[src/rtl/flicker_pkg.sv]
// Shared constants and types for the candle-flicker LED drive stage.
package flicker_pkg;

   localparam int DUTY_W     = 8;
   localparam int PRESCALE_W = 4;
   localparam int SLEW_MAX   = 16;
   localparam int DUTY_MAX   = (1 << DUTY_W) - 1;

   typedef logic [DUTY_W-1:0] duty_t;

endpackage

[src/rtl/flicker_pwm_if.sv]
// Intensity-sample handshake between the flicker generator and the PWM stage.
interface flicker_pwm_if #(
   parameter int DUTY_W = flicker_pkg::DUTY_W
);
   logic [DUTY_W-1:0] level_data;
   logic              level_valid;
   logic              level_ready;

   modport master (output level_data, output level_valid, input level_ready);
   modport slave  (input level_data, input level_valid, output level_ready);
endinterface

[src/rtl/flicker_tick_gen.sv]
// Runtime-programmable prescaler: one tick every i_prescale+1 clock cycles.
module flicker_tick_gen #(
   parameter int PRESCALE_W = flicker_pkg::PRESCALE_W
) (
   input  logic                  i_clk,
   input  logic                  i_rst,
   input  logic [PRESCALE_W-1:0] i_prescale,
   output logic                  o_tick
);

   logic [PRESCALE_W-1:0] r_presc_cnt;

   // >= lets a lowered prescale take effect at once instead of waiting for a wrap
   assign o_tick = (r_presc_cnt >= i_prescale);

   // prescale counter, cleared on every tick
   always_ff @(posedge i_clk or negedge i_rst) begin
      if (!i_rst) begin
         r_presc_cnt <= '0;
      end else if (o_tick) begin
         r_presc_cnt <= '0;
      end else begin
         r_presc_cnt <= r_presc_cnt + PRESCALE_W'(1);
      end
   end

endmodule

[src/rtl/flicker_pwm.sv]
// LED PWM drive: buffers one intensity sample, applies it slew-limited at each
// PWM period boundary and drives the registered PWM pin.
module flicker_pwm #(
   parameter int DUTY_W     = flicker_pkg::DUTY_W,
   parameter int PRESCALE_W = flicker_pkg::PRESCALE_W,
   parameter int SLEW_MAX   = flicker_pkg::SLEW_MAX
) (
   input  logic                  i_clk,
   input  logic                  i_rst,
   input  logic [PRESCALE_W-1:0] i_prescale,
   flicker_pwm_if.slave          lvl,
   output logic                  o_led,
   output logic                  o_period_start
);

   localparam logic [DUTY_W-1:0] CNT_MAX = '1;
   localparam logic [DUTY_W:0]   SLEW_W1 = (DUTY_W+1)'(SLEW_MAX);
   localparam logic [DUTY_W-1:0] SLEW_D  = DUTY_W'(SLEW_MAX);

   logic              w_tick;
   logic              w_boundary;
   logic              w_accept;
   logic [DUTY_W-1:0] w_tgt_eff;
   logic [DUTY_W:0]   w_up;
   logic [DUTY_W:0]   w_dn;
   logic [DUTY_W-1:0] w_duty_next;

   logic [DUTY_W-1:0] r_pwm_cnt;
   logic [DUTY_W-1:0] r_duty;
   logic [DUTY_W-1:0] r_target;
   logic [DUTY_W-1:0] r_pend;
   logic              r_pend_full;
   logic              r_led;
   logic              r_period_start;

   flicker_tick_gen #(
      .PRESCALE_W (PRESCALE_W)
   ) u_tick_gen (
      .i_clk      (i_clk),
      .i_rst      (i_rst),
      .i_prescale (i_prescale),
      .o_tick     (w_tick)
   );

   assign w_boundary      = w_tick & (r_pwm_cnt == CNT_MAX);
   assign lvl.level_ready = ~r_pend_full | w_boundary;
   assign w_accept        = lvl.level_valid & lvl.level_ready;

   // a pending sample overrides the old target within the same boundary
   assign w_tgt_eff = r_pend_full ? r_pend : r_target;
   assign w_up      = {1'b0, w_tgt_eff} - {1'b0, r_duty};
   assign w_dn      = {1'b0, r_duty} - {1'b0, w_tgt_eff};

   // slew-limited step toward the effective target, never passing it
   always_comb begin
      w_duty_next = r_duty;
      if (w_tgt_eff > r_duty) begin
         if (w_up > SLEW_W1) begin
            w_duty_next = r_duty + SLEW_D;
         end else begin
            w_duty_next = w_tgt_eff;
         end
      end else begin
         if (w_dn > SLEW_W1) begin
            w_duty_next = r_duty - SLEW_D;
         end else begin
            w_duty_next = w_tgt_eff;
         end
      end
   end

   // PWM period counter, wraps naturally at the top of the range
   always_ff @(posedge i_clk or negedge i_rst) begin
      if (!i_rst) begin
         r_pwm_cnt <= '0;
      end else if (w_tick) begin
         r_pwm_cnt <= r_pwm_cnt + DUTY_W'(1);
      end else begin
         r_pwm_cnt <= r_pwm_cnt;
      end
   end

   // pending buffer; an accept on a boundary refills it right after it drains
   always_ff @(posedge i_clk or negedge i_rst) begin
      if (!i_rst) begin
         r_pend      <= '0;
         r_pend_full <= 1'b0;
      end else if (w_accept) begin
         r_pend      <= lvl.level_data;
         r_pend_full <= 1'b1;
      end else if (w_boundary) begin
         r_pend      <= r_pend;
         r_pend_full <= 1'b0;
      end else begin
         r_pend      <= r_pend;
         r_pend_full <= r_pend_full;
      end
   end

   // target and duty only move at a period boundary
   always_ff @(posedge i_clk or negedge i_rst) begin
      if (!i_rst) begin
         r_target <= '0;
         r_duty   <= '0;
      end else if (w_boundary) begin
         r_target <= w_tgt_eff;
         r_duty   <= w_duty_next;
      end else begin
         r_target <= r_target;
         r_duty   <= r_duty;
      end
   end

   // registered pin drivers
   always_ff @(posedge i_clk or negedge i_rst) begin
      if (!i_rst) begin
         r_led          <= 1'b0;
         r_period_start <= 1'b0;
      end else begin
         r_led          <= (r_pwm_cnt < r_duty);
         r_period_start <= w_boundary;
      end
   end

   assign o_led          = r_led;
   assign o_period_start = r_period_start;

endmodule

[src/flat_wrapper.sv]
// flat-port wrapper written by rule: the top's interface ports become plain ports
module flicker_pwm_flat 
#(
   parameter int DUTY_W     = flicker_pkg::DUTY_W,
   parameter int PRESCALE_W = flicker_pkg::PRESCALE_W,
   parameter int SLEW_MAX   = flicker_pkg::SLEW_MAX
)
  (i_clk, i_rst, i_prescale, o_led, o_period_start, lvl_level_data, lvl_level_valid, lvl_level_ready);
  flicker_pwm_if #(.DUTY_W(DUTY_W)) lvl_i ();
  input  logic i_clk;
  input  logic i_rst;
  input  logic [PRESCALE_W-1:0] i_prescale;
  output logic o_led;
  output logic o_period_start;
  input wire logic [$bits(lvl_i.level_data)-1:0] lvl_level_data;
  input wire logic [$bits(lvl_i.level_valid)-1:0] lvl_level_valid;
  output wire logic [$bits(lvl_i.level_ready)-1:0] lvl_level_ready;
  assign lvl_i.level_data = lvl_level_data;
  assign lvl_i.level_valid = lvl_level_valid;
  assign lvl_level_ready = lvl_i.level_ready;
  flicker_pwm #(.DUTY_W(DUTY_W), .PRESCALE_W(PRESCALE_W), .SLEW_MAX(SLEW_MAX)) u_core (.i_clk(i_clk), .i_rst(i_rst), .i_prescale(i_prescale), .lvl(lvl_i), .o_led(o_led), .o_period_start(o_period_start));
endmodule
[config.mk]
export PLATFORM = sky130hd
export DESIGN_NAME = flicker_pwm_flat
export DESIGN_NICKNAME = d
export VERILOG_FILES = /design/src/rtl/flicker_pkg.sv /design/src/rtl/flicker_pwm_if.sv /design/src/rtl/flicker_tick_gen.sv /design/src/rtl/flicker_pwm.sv /design/src/flat_wrapper.sv
export SDC_FILE = /design/constraint.sdc
export NUM_CORES = 1
export LEC_CHECK = 0
export ABC_AREA = 1
export BUFFER_PORTS_ARGS = -buffer_cell sky130_fd_sc_hd__buf_4
export CAP_MARGIN = 20
export CORE_ASPECT_RATIO = 1.2
export CORE_MARGIN = 10
export CORE_UTILIZATION = 25
export CTS_CLUSTER_DIAMETER = 200
export CTS_CLUSTER_SIZE = 40
export DETAILED_ROUTE_END_ITERATION = 8
export SLEW_MARGIN = 20
export SYNTH_ARGS = -nofsm -noshare
export SYNTH_HDL_FRONTEND = slang
export SYNTH_SLANG_ARGS = --single-unit
[constraint.sdc]
create_clock -name i_clk -period 8.7 [get_ports i_clk]
set_clock_uncertainty 0.2 [all_clocks]
set_input_delay 2.175 -clock i_clk [delete_from_list [all_inputs] [get_ports i_clk]]
set_output_delay 2.175 -clock i_clk [all_outputs]
set_load 0.03 [all_outputs]
==> Word level (Yosys, flattened, before mapping) <==
Cells that the tools add are included.
{ "totals": {"ff_bits": 39} }
{ "op_classes": {"n_eq_ne": 1, "bitwise_logic": 4, "n_lt_le_gt_ge": 5, "reduce_logical": 1, "n_addsub": 6, "muxes": 7} }
{ "ops": {"columns": ["op", "count"], "rows": [
  ["8-bit two-way mux", 4],
  ["9-bit by 5-bit greater-than comparator with 1-bit output (second input constant)", 2],
  ["8-bit by 8-bit subtractor with 9-bit output", 2],
  ["8-bit by 1-bit adder with 8-bit output (second input constant)", 1],
  ["8-bit by 5-bit adder with 8-bit output (second input constant)", 1],
  ["8-bit == test (second input constant)", 1],
  ["8-bit greater-than comparator", 1],
  ["8-bit less-than comparator", 1],
  ["8-bit by 5-bit subtractor with 8-bit output (second input constant)", 1],
  ["4-bit by 1-bit adder with 4-bit output (second input constant)", 1],
  ["4-bit >= comparator", 1],
  ["4-bit two-way mux", 1],
  ["1-bit AND", 2],
  ["1-bit two-way mux", 2],
  ["2-bit nonzero test", 1],
  ["1-bit NOT", 1],
  ["1-bit bitwise OR", 1]
]} }

==> Depth between registers and ports, before layout <==
Gate-level depths: netlist of run 1.
{ "logic_depth": {"depth_word": 5, "ltp_mapped": 21, "ltp_nobuf": 20} }

==> By module <==
From an unflattened synthesis of run 1, not the netlist that was laid out.
{ "unflattened": {"cells_unflattened": 418, "hier_area_um2": 3149.3} }
{ "by_module_without_submodules": {"columns": ["mod", "cells_each", "n_inst", "area_each_um2"], "rows": [
  ["flicker_pwm", 387, 1, 2879.0],
  ["flicker_tick_gen", 31, 1, 270.3]
]} }

==> Least setup slack after synthesis of run 1 <==
Ideal clock, no wire load.
{ "synth_path": {"path_kind": "in2out", "startpoint": "input i_prescale[1]", "endpoint": "output lvl_level_ready", "cell_stages": 8, "required_time_ns": 6.325, "n_path_buf": 0, "path_slack_ns": 3.083, "t_arrival_ns": 3.242, "cell_sequence": "inv_1 > ha_1 > inv_1 > nor2_1 > o211ai_1 > nand3_1 > nand2_2 > nand2_1"} }
{ "synth_via": {"elab_chain_cells": 3} }
{ "synth_lines": {"columns": ["element", "line_no", "source"], "rows": [
  ["start: declaration", "flat_wrapper.sv:12", "input logic [PRESCALE_W-1:0] i_prescale;"],
  ["4-bit >= comparator", "flicker_tick_gen.sv:14", "assign o_tick = (r_presc_cnt >= i_prescale);"],
  ["1-bit AND", "flicker_pwm.sv:45", "assign w_boundary = w_tick & (r_pwm_cnt == CNT_MAX);"],
  ["1-bit bitwise OR", "flicker_pwm.sv:46", "assign lvl.level_ready = ~r_pend_full | w_boundary;"],
  ["end: declaration", "flat_wrapper.sv:17", "output wire logic [$bits(lvl_i.level_ready)-1:0] lvl_level_ready;"]
]} }
Every way passes these cells.

==> Worst setup path after layout of run 1 <==
Same ends and word-level chain as after synthesis.

==> results of run 1 <==
[kinds of logic (layout without fill, tap and decap cells)]
logic type,Yosys count,after routing,synth area share (%)
compound gates,42,42,7.64
xor+xnor,13,13,3.64
fa+ha+maj,36,36,14.6
buf+inv,76,94,10.0
flops,39,39,31.2
simple gates,221,221,32.8
[synth_stat cells]
cell type	instances	share of area, %
inv_2	1	0.12
nor2_1	28	3.4
a21boi_0	1	0.24
clkbuf_1	2	0.24
nand2_2	12	2.4
a21oi_1	16	2.6
nand3_2	6	1.9
a21oi_4	1	0.52
o211ai_1	2	0.48
ha_1	35	14
o21bai_1	1	0.24
nor3b_1	1	0.24
xor2_1	10	2.8
nor3_1	4	0.64
inv_1	67	8.0
nand2_1	121	15
nand4_1	6	1.2
clkinv_4	1	0.28
xnor2_1	3	0.84
nand2_4	4	1.4
nor2_4	3	1.1
nand3_1	34	5.4
buf_2	1	0.16
buf_4	2	0.48
nand4_2	1	0.40
nor2_2	1	0.20
fa_1	1	0.64
a21oi_2	2	0.56
o21ai_0	15	2.4
o21ai_1	4	0.64
buf_6	2	0.72
dfrtp_1	39	31
[state kept, by name, indices dropped and copies added, names as in the netlist]
signal                         cells
u_core.r_pend                      8
u_core.r_duty                      8
u_core.r_target                    8
u_core.o_period_start              1
u_core.r_pend_full                 1
u_core.r_pwm_cnt                   8
u_core.o_led                       1
u_core.u_tick_gen.r_presc_cnt      4
[power by group through the flow]
stage,registers (uW),clock network (uW),logic (uW)
after floorplan,284,0,725
after global placement,299,0,857
after detailed placement,301,0,880
after CTS,298,220,885
after global routing,309,226,1020
final,298,212,887
[worst max-delay path: stages]
cell,delay (ps)
buf_4,80
inv_1,30
ha_1,300
inv_1,60
nor2_1,40
o211ai_1,170
nand3_1,390
nand2_2,410
nand2_1,160
buf_4,200
[metrics by stage]
| stage | instance area, um^2 | total power (uW) | hold WS, ps |
|---|---|---|---|
| 3_5_place_dp | 3410 | 1180 | 268 |
| 3_3_place_gp | 3410 | 1160 | 260 |
| 2_1_floorplan | 3130 | 1010 | 244 |
| 4_1_cts | 3580 | 1400 | 281 |
| 5_1_grt | 3580 | 1560 | 311 |
| 6_report | 3580 | 1400 | 279 |
[path summary, 6_finish.rpt]
path                                     from                          endpoint  slack (ps)  depth (start not counted)
setup / recovery                i_prescale[1]                   lvl_level_ready        2290                         10
hold / removal             u_core.r_target[3]                u_core.r_target[3]         280                          2
setup reg to reg           u_core.r_pend_full                  u_core.r_duty[1]        5480                         12
hold reg to reg            u_core.r_target[3]                u_core.r_target[3]         280                          2
max in group asynchronous               i_rst                  u_core.r_pend[6]        6290                          1
min in group asynchronous               i_rst  u_core.u_tick_gen.r_presc_cnt[1]        1650                          1
[cells in the final DEF (no fill, tap or decap), drive strengths merged, types with 2 or more instances in the layout]
cell type / instances
a21oi: 19
buf: 17
clkbuf: 6
clkinv: 2
dfrtp: 39
ha: 35
inv: 68
nand2: 137
nand3: 40
nand4: 7
nor2: 32
nor3: 4
o211ai: 2
o21ai: 19
xnor2: 3
xor2: 10
[routing by layer]
layer	wire length (um)	part of all wire (%)	vias to the layer above
met2	3370	49	50
met4	96	1.4	0
met5	0	0	-
met1	3130	46	1191
li1	-	-	1368
met3	245	3.6	8
[final cells by class]
type | count | area [um^2] | share of cell area (%)
Clock buffer | 6 | 139 | 3.88
Clock inverter | 2 | 35.0 | 0.978
Sequential cell | 39 | 976 | 27.3
Timing Repair Buffer | 17 | 128 | 3.56
Tap cell | 161 | 201 | 5.63
Multi-Input combinational cell | 312 | 1840 | 51.3
Inverter | 69 | 264 | 7.37
==> impl_metrics.csv, run 1 <==
group,metric,value,unit
placement,gp_congestion,0.875,
sta,rsz0062_at_grt,"false",
synthesis,syn_avg_cell_area,7.33,um^2
floorplan,dieArea,0.0174,mm^2
placement,dp_hpwl,5520,um
worst_setup_path,critical_path_required,6330,ps
pwr,clockPowerShare,15.2,%
pwr,switching_power,711,uW
drt,drc_errors,0,
drt,num_vias,2617,
drt,drt-initial-drc-count,141,
global_route,grtUsageMet1,10.2,%
clocking,worstSkewPairLatency,280,ps
sta,max_freq,156,MHz
floorplan,start_util,25.7,%
drt,drt-total-wl,6840,um
floorplan,die_x,122,um
run_status,status,"finished clean",
global_route,gr-usage-met3,1.35,%
sta,period_share,73.7,%
placement,post-place-ws,2310,ps
clocking,cts_buffer_depth,2,
pwr,pwr-share-comb,63.5,%
clocking,cts_tree,"done",
clocking,cts_setup_buffers,0,
run,cap_violations,0,
global_route,grt_overflow,0,
sta,worst_slack,2290,ps
pwr,peakVddDrop,0.198,mV
pwr,power.share.sequential,21.3,%
synthesis,netlist_area,0.00313,mm^2
sta,slew_viol_final,0,
drt,first_pass_iters,4,
global_route,use_met2,14.9,%
clocking,cts_resized,0,
synthesis,synth-seq-cells,39,
final_layout,nets,495,
pwr,power.leakage,0.00189,uW
worst_setup_path,worstPathArrival,4040,ps
clocking,postCtsHoldBufs,0,
pwr,swShare,50.9,%
floorplan,core_area,0.0122,mm^2
synthesis,synth_warnings,0,
worst_setup_path,worstPathMaxFanout,18,
global_route,track_usage,8.47,%
global_route,top_usage_layer,"met2",
sta,final_hold_viol_count,0,
worst_setup_path,start_kind,"primary input",
clocking,htreeDepth,2,
synthesis,ys_seq_area_share,31.2,%
clocking,clk_pin_slew_worst_paths,60,ps
sta,timing.setup.tns,0,ps
floorplan,ios,18,
drt,wl_per_cell,11.3,um
worst_setup_path,critPathKind,"primary input to output port",
final_layout,fillCellCount,1310,
drt,viasPerCell,4.32,
hold_path,hp-class,"flip-flop to flip-flop",
placement,place.port_buffers,17,
clocking,cts_buffers,5,
floorplan,rows,44,
final_layout,fin_util,29.4,%
global_route,grt_pass1_vias,2714,
clocking,cts_root_buffer,"clkbuf_16",
sta,finalSetupViolCount,0,
worst_setup_path,endpoint_kind,"output port",
pwr,power_density,390,mW/mm^2
global_route,grt_first_pass_wirelength,12400,um
sta,worst_pin_slew,615,ps
final_layout,stdcell_count,606,
global_route,grt_start_max_net_pins,40,
synthesis,synth.net_count,478,
final_layout,antenna_cells,0,
sta,slew_headroom,58.5,%
clocking,clock-sinks,39,
drt,antenna_left,0,
global_route,antenna_found_initial,0,
synthesis,yosysUniqueCellTypes,32,
floorplan,die_y,143,um
placement,dpl.cell_count,598,
pwr,internal_power,685,uW
final_layout,drive_above_1_share,12.8,%
sta,min_period,6410,ps
synthesis,synthCells,427,
final_layout,syn2layout_area_growth,14.5,%
Note: power is estimated with default switching activity, not from simulation.
==> run 2: changes to the inputs <==
clock period = 6.7 ns   (was 8.7 ns; I/O delays follow)
==> run 2 against run 1 <==
  * Clock-buffer cell count unchanged
  * Total power grew 30%
  * Clock power grew 31%
  * Global-route usage hardly changed
  * Cell count unchanged
  * Largest power group unchanged
  * Cell area is the same
  * Combinational power rose by 30%
  * Non-clock buffer count unchanged
  * First-iteration DRC count is 8.5% lower
  * Core utilization stayed put
==> impl_metrics.csv, run 2 (synthesized netlist as in run 1, its figures left out) <==
group,metric,value,unit
floorplan,ios,18,
placement,post-place-ws,1310,ps
floorplan,dieArea,0.0174,mm^2
clocking,cts_buffers,5,
drt,first_pass_iters,4,
sta,worst_slack,1310,ps
clocking,cts_buffer_depth,2,
worst_setup_path,start_kind,"primary input",
drt,drc_errors,0,
drt,num_vias,2614,
pwr,power_density,506,mW/mm^2
hold_path,min_to,"u_core.r_target[2]",
clocking,postCtsHoldBufs,0,
pwr,power.share.sequential,21.3,%
placement,placed_area,0.00341,mm^2
floorplan,die_y,143,um
global_route,use_met2,14.6,%
sta,finalSetupViolCount,0,
global_route,track_usage,8.48,%
sta,worst_pin_slew,612,ps
sta,max_freq,185,MHz
worst_setup_path,critPathKind,"primary input to output port",
worst_setup_path,worstReg2RegStart,"u_core.r_pend_full",
sta,slew_viol_final,0,
hold_path,holdPathStages,2,
pwr,internal_power,891,uW
pwr,pwr-share-comb,63.4,%
drt,wl_per_cell,11.2,um
global_route,grtUsageMet1,10.1,%
final_layout,final_cell_mix,"121 x nand2_1, 67 x inv_1, 39 x dfrtp_1",
final_layout,syn2layout_area_growth,14.5,%
run_status,status,"finished clean",
sta,final_hold_viol_count,0,
floorplan,rows,44,
clocking,htreeDepth,2,
pwr,clockPowerShare,15.3,%
hold_path,min_from,"u_core.r_target[2]",
sta,rsz0062_at_grt,"false",
clocking,clk_pin_slew_worst_paths,60,ps
clocking,clock-sinks,39,
final_layout,drive_above_1_share,12.8,%
pwr,peakVddDrop,0.248,mV
drt,drt-initial-drc-count,129,
worst_setup_path,worstPathArrival,3520,ps
floorplan,start_util,25.7,%
worst_setup_path,r2r-end,"u_core.r_duty[1]",
worst_setup_path,critical_path_required,4830,ps
sta,period_share,80.5,%
clocking,cts_root_buffer,"clkbuf_16",
sta,min_period,5390,ps
sta,timing.setup.tns,0,ps
worst_setup_path,worstPathMaxFanout,18,
final_layout,nets,495,
hold_path,hp-class,"flip-flop to flip-flop",
clocking,worstSkewPairLatency,290,ps
pwr,swShare,50.8,%
final_layout,final_common_cell,"nand2_1",
final_layout,fin_util,29.4,%
worst_setup_path,rr_worst_depth,14,
global_route,grt_start_max_net_pins,40,
placement,place.port_buffers,17,
worst_setup_path,timing.reg2reg.setup_slack,3500,ps
placement,gp_congestion,0.877,
drt,antenna_left,0,
global_route,antenna_found_initial,0,
global_route,top_usage_layer,"met2",
sta,slew_headroom,58.8,%
worst_setup_path,endpoint_kind,"output port",
clocking,cts_tree,"done",
pwr,switching_power,920,uW
final_layout,antenna_cells,0,
floorplan,core_area,0.0122,mm^2
global_route,grt_pass1_vias,2732,
clocking,cts_resized,0,
final_layout,finish.instance_area,0.00358,mm^2
global_route,gr-usage-met3,1.43,%
drt,viasPerCell,4.31,
global_route,grt_overflow,0,
drt,drt-total-wl,6760,um
run,cap_violations,0,
placement,dp_hpwl,5530,um
clocking,cts_setup_buffers,0,
global_route,grt_first_pass_wirelength,12300,um
floorplan,die_x,122,um
pwr,power.leakage,0.00189,uW
==> run 2: cell counts in the layout (fill, tap and decap cells not counted) <==
Identical to the previous run, type by type.
==> run 2: final cells by class <==
class / count / area [um^2]
inverters: 69 / 264
repair buffers: 17 / 128
clock inverters: 2 / 35.0
well taps: 161 / 201
multi-input cells: 312 / 1840
clock buffers: 6 / 139
flip-flops and latches: 39 / 976
fillers: 1304 / 8590
==> run 2: critical path: stages <==
cell and delay, ps:
buf_4 80, inv_1 30, ha_1 290, inv_1 60, nor2_1 30, o211ai_1 170, nand3_1 390, nand2_2 420
nand2_1 160, buf_4 200
==> run 2: metal layers <==
| metal | wire length, um | vias up |
|---|---|---|
| li1 | - | 1373 |
| met2 | 3160 | 42 |
| met4 | 193 | 0 |
| met5 | 0 | - |
| met1 | 3220 | 1185 |
| met3 | 181 | 14 |
==> run 2: worst max path at each step <==
stage,start,cells after the start,slack [ps],endpoint
after floorplan,i_prescale[1],8,2080,lvl_level_ready
after detailed placement,i_prescale[1],10,1310,lvl_level_ready
final,i_prescale[1],10,1310,lvl_level_ready
after CTS,i_prescale[1],10,1320,lvl_level_ready
after global routing,i_prescale[1],10,1070,lvl_level_ready
after global placement,i_prescale[1],10,1390,lvl_level_ready
==> run 2: power groups by stage <==
stage	sequential, uW	clock, uW	combinational (uW)
after global routing	399	294	1330
after detailed placement	391	0	1150
after CTS	387	285	1150
final	386	278	1150
after global placement	388	0	1110
after floorplan	368	0	942
==> run 2: metrics by stage <==
step                      power [uW]  hold WS [ps]  std cells
final                           1810           283        606
after global routing            2020           309        606
after CTS                       1830           288        606
after detailed placement        1540           271        598
after global placement          1500           260        598
after floorplan                 1310           244        427
==> run 3: changes to the inputs <==
clock period = 5 ns   (was 6.7 ns; I/O delays follow)
==> run 3 against run 2 <==
  * Hold slack worse by 4.7 ps
  * Critical path depth up 1
  * Sequential share of layout area up 0.23 points
  * Routed wire length about the same
  * Non-clock buffer count up 2
  * Total power up 30%
  * Cell count unchanged
  * Clock-buffer cell count unchanged
  * Sequential cell count unchanged
  * Via count down 1.2%
  * Combinational power up 35%
  * Critical path type unchanged
  * Critical endpoint unchanged
  * Largest power group unchanged
==> impl_metrics.csv, run 3 (synthesized netlist as in run 1, its figures left out) <==
group,metric,value,unit
placement,dp_hpwl,5480,um
run_status,status,"finished clean",
clocking,cts_buffer_depth,2,
sta,min_period,4020,ps
sta,slew_headroom,55.9,%
sta,max_freq,249,MHz
global_route,antenna_found_initial,0,
hold_path,min_from,"u_core.r_target[1]",
sta,worst_slack,983,ps
drt,wl_per_cell,11.2,um
worst_setup_path,worstReg2RegStart,"u_core.r_pend_full",
placement,gp_congestion,0.877,
pwr,power_density,664,mW/mm^2
hold_path,min_to,"u_core.r_target[1]",
pwr,peakVddDrop,0.291,mV
placement,post-place-ws,973,ps
worst_setup_path,endpoint_kind,"output port",
worst_setup_path,path_buf_inv,5,
floorplan,dieArea,0.0174,mm^2
worst_setup_path,critPathLaunch,"i_prescale[1]",
placement,place.port_buffers,17,
final_layout,final_cell_mix,"121 x nand2_1, 67 x inv_1, 39 x dfrtp_1",
clocking,clk_pin_slew_worst_paths,50,ps
worst_setup_path,cpMaxStageDelayCell,"ha_1",
global_route,grt_pass1_vias,2717,
sta,rsz0062_at_grt,"false",
clocking,clock-sinks,39,
final_layout,syn2layout_area_growth,13.5,%
clocking,cts_root_buffer,"clkbuf_16",
worst_setup_path,critPathKind,"primary input to output port",
worst_setup_path,timing.reg2reg.setup_slack,1810,ps
drt,antenna_left,0,
worst_setup_path,cp_top_family,"buffers and inverters",
sta,final_hold_viol_count,0,
worst_setup_path,critical_path_required,3550,ps
global_route,grt_start_max_net_pins,40,
floorplan,rows,44,
final_layout,final_common_cell,"nand2_1",
global_route,grt_overflow,0,
sta,period_share,80.3,%
floorplan,die_y,143,um
worst_setup_path,max_stage_delay,300,ps
sta,timing.setup.tns,0,ps
clocking,postCtsHoldBufs,0,
worst_setup_path,start_kind,"primary input",
hold_path,hp-class,"flip-flop to flip-flop",
final_layout,nets,497,
pwr,power.leakage,0.00188,uW
worst_setup_path,r2r-end,"u_core.r_duty[3]",
clocking,htreeDepth,2,
hold_path,holdPathStages,2,
clocking,worstSkewPairLatency,280,ps
final_layout,drive_above_1_share,12.6,%
clocking,cts_resized,0,
drt,drt-total-wl,6760,um
sta,slew_viol_final,0,
drt,drc_errors,0,
drt,drt-initial-drc-count,113,
worst_setup_path,worstPathMaxFanout,13,
sta,finalSetupViolCount,0,
clocking,cts_buffers,5,
worst_setup_path,cp.depth,11,
floorplan,core_area,0.0122,mm^2
floorplan,start_util,25.7,%
clocking,cts_tree,"done",
sta,worst_pin_slew,654,ps
worst_setup_path,worstPathArrival,2570,ps
worst_setup_path,rr_worst_depth,15,
global_route,track_usage,8.27,%
worst_setup_path,crit_top_cell,"buf_4",
clocking,cts_setup_buffers,0,
floorplan,die_x,122,um
floorplan,ios,18,
final_layout,antenna_cells,0,
worst_setup_path,crit_path_cell_trace,"buf_4, inv_1, ha_1, inv_1, nor2_1, o211ai_1, nand3_1, buf_4, nand2_2, nand2_1, buf_4",
run,cap_violations,0,
drt,num_vias,2583,
global_route,grt_first_pass_wirelength,12100,um
drt,first_pass_iters,4,
drt,viasPerCell,4.26,
[run 3: cell count changes in the layout (fill, tap and decap cells not counted), sizes merged]
cell,delta
clkinv,-1
bufinv,-1
buf,+2
[run 3: worst max path at each step]
stage / endpoint / slack (ps)
after global placement: lvl_level_ready / 1010
final: lvl_level_ready / 980
after floorplan: lvl_level_ready / 1230
after detailed placement: lvl_level_ready / 970
after global routing: lvl_level_ready / 860
after CTS: lvl_level_ready / 960
[run 3: where the power goes]
part	switching (uW)	internal, uW
clock network	114	179
registers	93.5	424
logic	1020	528
total	1230	1130
[run 3: final cells by class]
| cell class | instances | area [um^2] |
|---|---|---|
| fill | 1274 | 8620 |
| timing repair buffer | 19 | 143 |
| clock buffer | 6 | 129 |
| inverter | 69 | 264 |
| multi-input combinational | 312 | 1840 |
| tap | 161 | 201 |
| sequential | 39 | 976 |
[run 3: per-layer routing]
layer	global-route usage, %	part of all wire [%]
met4	3.42	2.6
met2	14.6	49
met5	0	0
met1	9.69	46
met3	1.15	1.9
[run 3: metrics by stage]
stage               util, %  cells  cell area, um^2  total power, uW  hold WS, ps
floorplan                 -    427             3130             1760          244
global placement       28.1    600             3420             2040          261
detailed placement     28.1    600             3420             2070          262
CTS                    29.2    606             3550             2380          278
global route           29.2    606             3550             2640          307
finish                 29.2    606             3550             2360          278
[run 3: tightest hold or removal path: cells and delay by family (launching register included)]
family | cells | cell delay (ps)
AND/OR/NAND/NOR | 2 | 110
flip-flops | 1 | 340
